File: src/rtl/alu_decoder.sv
// ---------------------------------------------------------------------------
// alu_decoder
// ---------------------------------------------------------------------------
// Registered RISC-V ALU control decoder for the X-RISC core.
//
// Decodes the ALUOp class from the main decoder, together with the
// instruction fields funct3, opcode bit 5 and funct7 bit 5, into the 3-bit
// ALU operation select. The result is registered, so it appears one clock
// after the inputs are sampled. Unsupported encodings decode to 000 with
// the illegal flag set, so the outputs always carry a defined value.
//
// Build option:
//   ALU_DEC_EXT_EN  - when defined, the spare ALUOp=10 funct3 codes decode
//                     to xor (100), sll (001) and srl (101 with funct7b5=0).
//                     sra and sltu stay illegal. When undefined, these
//                     codes are illegal.
//
// Ports:
//   clk         in   rising-edge clock
//   reset       in   synchronous active-high reset
//   in_valid    in   decode inputs valid this cycle
//   ALUOp[1:0]  in   operation class from the main decoder
//   funct3[2:0] in   instruction bits [14:12]
//   opb5        in   opcode bit 5 (1 = R-type, 0 = I-type)
//   funct7b5    in   instruction bit 30
//   ALUControl  out  registered ALU operation select
//   out_valid   out  ALUControl/illegal hold a fresh decode
//   illegal     out  captured inputs were an unsupported encoding
// ---------------------------------------------------------------------------
module alu_decoder (
    input  logic       clk,
    input  logic       reset,
    input  logic       in_valid,
    input  logic [1:0] ALUOp,
    input  logic [2:0] funct3,
    input  logic       opb5,
    input  logic       funct7b5,
    output logic [2:0] ALUControl,
    output logic       out_valid,
    output logic       illegal
);

    // ALU operation select encodings
    localparam logic [2:0] ALU_ADD = 3'b000;
    localparam logic [2:0] ALU_SUB = 3'b001;
    localparam logic [2:0] ALU_AND = 3'b010;
    localparam logic [2:0] ALU_OR  = 3'b011;
    localparam logic [2:0] ALU_XOR = 3'b100;
    localparam logic [2:0] ALU_SLT = 3'b101;
    localparam logic [2:0] ALU_SLL = 3'b110;
    localparam logic [2:0] ALU_SRL = 3'b111;

    // ALUOp classes
    localparam logic [1:0] OP_MEM    = 2'b00;
    localparam logic [1:0] OP_BRANCH = 2'b01;
    localparam logic [1:0] OP_ARITH  = 2'b10;

    // funct3 codes under the arithmetic class
    localparam logic [2:0] F3_ADD = 3'b000;
    localparam logic [2:0] F3_SLT = 3'b010;
    localparam logic [2:0] F3_OR  = 3'b110;
    localparam logic [2:0] F3_AND = 3'b111;
`ifdef ALU_DEC_EXT_EN
    localparam logic [2:0] F3_XOR = 3'b100;
    localparam logic [2:0] F3_SLL = 3'b001;
    localparam logic [2:0] F3_SR  = 3'b101;
`endif

    logic [2:0] dec_ctrl;
    logic       dec_illegal;

    logic [2:0] ctrl_d,    ctrl_q;
    logic       illegal_d, illegal_q;
    logic       valid_d,   valid_q;

    // ------------------------------------------------------------------
    // Combinational decode. Every path that is not an explicitly supported
    // encoding falls to a default arm producing 000 + illegal, which also
    // catches unknown select values in simulation.
    // ------------------------------------------------------------------
    always_comb begin
        dec_ctrl    = ALU_ADD;
        dec_illegal = 1'b0;
        case (ALUOp)
            OP_MEM: begin
                dec_ctrl = ALU_ADD;
            end
            OP_BRANCH: begin
                dec_ctrl = ALU_SUB;
            end
            OP_ARITH: begin
                case (funct3)
                    F3_ADD: begin
                        // Only the R-type form with funct7b5 set is sub;
                        // addi ignores bit 30 since it is immediate data.
                        if (opb5 & funct7b5) begin
                            dec_ctrl = ALU_SUB;
                        end else begin
                            dec_ctrl = ALU_ADD;
                        end
                    end
                    F3_SLT: dec_ctrl = ALU_SLT;
                    F3_OR:  dec_ctrl = ALU_OR;
                    F3_AND: dec_ctrl = ALU_AND;
`ifdef ALU_DEC_EXT_EN
                    F3_XOR: dec_ctrl = ALU_XOR;
                    F3_SLL: dec_ctrl = ALU_SLL;
                    F3_SR: begin
                        // srl is supported; sra (funct7b5=1) is not.
                        if (!funct7b5) begin
                            dec_ctrl = ALU_SRL;
                        end else begin
                            dec_ctrl    = ALU_ADD;
                            dec_illegal = 1'b1;
                        end
                    end
`endif
                    default: begin
                        dec_ctrl    = ALU_ADD;
                        dec_illegal = 1'b1;
                    end
                endcase
            end
            default: begin
                dec_ctrl    = ALU_ADD;
                dec_illegal = 1'b1;
            end
        endcase
    end

    // ------------------------------------------------------------------
    // Output register next-state: capture on in_valid, otherwise hold the
    // last decode while out_valid drops.
    // ------------------------------------------------------------------
    always_comb begin
        ctrl_d    = ctrl_q;
        illegal_d = illegal_q;
        valid_d   = in_valid;
        if (in_valid) begin
            ctrl_d    = dec_ctrl;
            illegal_d = dec_illegal;
        end
    end

    always_ff @(posedge clk) begin
        if (reset) begin
            ctrl_q    <= ALU_ADD;
            illegal_q <= 1'b0;
            valid_q   <= 1'b0;
        end else begin
            ctrl_q    <= ctrl_d;
            illegal_q <= illegal_d;
            valid_q   <= valid_d;
        end
    end

    assign ALUControl = ctrl_q;
    assign illegal    = illegal_q;
    assign out_valid  = valid_q;

endmodule

File: config.mk
export PLATFORM = sky130hd
export DESIGN_NAME = alu_decoder
export DESIGN_NICKNAME = d
export VERILOG_FILES = /design/src/rtl/alu_decoder.sv
export SDC_FILE = /design/constraint.sdc
export NUM_CORES = 1
export LEC_CHECK = 0
export ABC_AREA = 1
export BUFFER_PORTS_ARGS = -buffer_cell sky130_fd_sc_hd__buf_2
export CAP_MARGIN = 20
export CORE_AREA = 5 5 42 44
export DETAILED_ROUTE_END_ITERATION = 16
export DIE_AREA = 0 0 47 49
export PLACE_DENSITY_LB_ADDON = 0.12
export SYNTH_ARGS = -nofsm -noshare
export SYNTH_HDL_FRONTEND = slang
export SYNTH_SLANG_ARGS = --single-unit
File: constraint.sdc
create_clock -name clk -period 1.3 [get_ports clk]
set_input_delay 0.26 -clock clk [delete_from_list [all_inputs] [get_ports clk]]
set_output_delay 0.26 -clock clk [all_outputs]
set_load 0.005 [all_outputs]
==> summary.txt <==
Run status = complete, no violations
Minimum clock period = 937 ps
Post-synthesis register bit count = 5
Detail Route Antenna Nets = 0
Port bufs = 14
Arrival time of the worst setup path = 680 ps
Pin count of the biggest net entering global routing = 6
Ports = 15
Setup Viol. Count Final = 0
Root Buffer = clkbuf_4
Final Hold Viols = 0
Layout overhead on the synthesized area = 41.7%
Share of the synthesized area in the top cell type = 35.9%
Critical-path top delay cell = dfxtp_1
Max-slew violations = 0
Ys async rst share = 0%
Worst setup SP type = flip-flop
Largest driver fanout on the critical path = 2
DP HPWL = 554 um
Inserted Diodes = 0
Synthesized instance count = 41
Share of post-route cells with drive strength above 1 = 32.2%
DR iter-0 viols = 7
Clock Sink Count = 5
Slew at the pin with the worst max-slew slack = 157 ps
Worst-Skew Late Latency = 240 ps
Setup Fix Bufs, Post-CTS = 0
Unique masters post-synth = 10
Cell Pwr Density = 1010 nW/um^2
Cell taking the most area after synthesis = dfxtp_1
H-tree Lvls = 1
CTS hold repair buffers = 0
TritonCTS clock tree = built
Most frequent cell after synthesis = nand2_1
Routed Wire Length = 642 um
Starting Density = 19.9%
Post-synth EDFFs = 0
CP Data Required Time = 1040 ps
DR DRC count = 0
Synth Flop Type = dfxtp_1
Global-route wire length before repair = 1.07 mm
Ys Warns = 0
Die Ht = 49 um
Sequential-to-total area share from yosys stat = 35.9%
Final setup skew = 0 ps
Cts bufs inserted = 3
Vias in the first global route = 285
Pre-antenna DRT Iters = 4
Maximum vdd drop = 0.000179 V
Max Fclk = 1.07 GHz
Bufs and invs on worst path = 1
Antenna violations before repair = 0
Placer congestion estimate = 0.798
Reg2reg setup slack = 680 ps
Top cells by area, synth = dfxtp_1 36%, ha_1 13%, nand2_1 13%
Total GRT Usage = 6.47%
Setup crit end kind = primary output
Delay-heaviest family, CP = flip-flops
Tot Pwr = 398 uW
Die area = 2300 sq um
Layout net count = 73
Via count = 296
Row count = 14
Setup TNS = 0 ps
Worst-path cell chain = buf_2
Max-slew headroom = 89.5%
RSZ-0062 raised after global routing = false
Max-cap viol count = 0
Syn_nets = 54
Post-CTS sizing = 0
Clk slew on worst S/H paths = 40 ps
Max incr delay on CP = 320 ps
Syn Area/Cell = 6.81 sq um
Mapped cell area = 279 sq um
Top post-synthesis cells by count = 10 x nand2_1, 8 x inv_1, 5 x dfxtp_1, 5 x nor2_1, 4 x nand3_1
Core box area = 1400 sq um
Die Width = 47 um
GRT Residual Overflow = 0
Vias per inst = 3.95
Leak = 0.232 nW
Final period util = 72.1%
DR WL/cell = 8.56 um
Crit Path Category = reg -> out
Worst Hold Class = in -> reg
Maximum clock insertion buffer count = 2
-- metal layers --
| layer | up-vias | track usage (%) | share of wire (%) |
|---|---|---|---|
| met2 | 18 | 7.47 | 39 |
| met3 | 2 | 1.48 | 12 |
| met5 | - | 0 | 0 |
| met4 | 0 | 6.91 | 2.3 |
| li1 | 162 | - | - |
| met1 | 114 | 8.77 | 47 |
-- state kept, by name (all words and copies together) (netlist names) --
name        flops
out_valid       1
illegal         1
ALUControl      3
-- cells in the final DEF, fill, tap and decap left out --
cell type,instances
ha_1,3
clkbuf_1,1
a21oi_1,3
nand3_1,4
clkbuf_4,3
nor2_1,5
inv_1,8
buf_2,14
o21ai_0,1
nand2_1,10
nor2_2,1
a21oi_2,1
dfxtp_1,5
-- stage by stage --
step | hold WS [ps] | worst slack (ps) | util (%) | cell area, sq um | std cells
after global placement | 460 | 160 | 26.3 | 369 | 71
after global routing | 213 | 320 | 28.2 | 395 | 75
after detailed placement | 456 | 178 | 26.3 | 369 | 71
after CTS | 210 | 348 | 28.2 | 395 | 75
after floorplan | 322 | 352 | - | 279 | 41
final | 221 | 363 | 28.2 | 395 | 75
-- kinds of logic after synthesis --
logic type / synth area share, %
AOI/OAI and AO/OA: 10.3
DFF: 35.9
and+or+nand+nor: 29.6
adders and majority gates: 13.5
buffers and inverters: 10.8
-- area by class of cell --
cell class	count	area (sq um)
Clock buffer	4	26.3
Inverter	8	30.0
Sequential cell	5	100
Fill cell	181	1010
Tap cell	16	20.0
Timing Repair Buffer	14	70.1
Multi-Input combinational cell	28	149
-- report_power, final --
group | switching (mW) | total, mW | leakage [nW] | internal (mW)
registers | 0.00197 | 0.162 | 0.0409 | 0.160
logic | 0.0316 | 0.0575 | 0.177 | 0.0259
clock network | 0.0626 | 0.179 | 0.0150 | 0.116
total | 0.0962 | 0.398 | 0.232 | 0.302
-- final timing paths --
kind	depth (start not counted)	start	end
min reg2reg	2	ALUControl[1]	ALUControl[1]
min	2	reset	ALUControl[0]
max reg2reg	2	illegal	illegal
max	1	ALUControl[2]	ALUControl[2]
No activity file was read; power rests on OpenSTA's default activity.
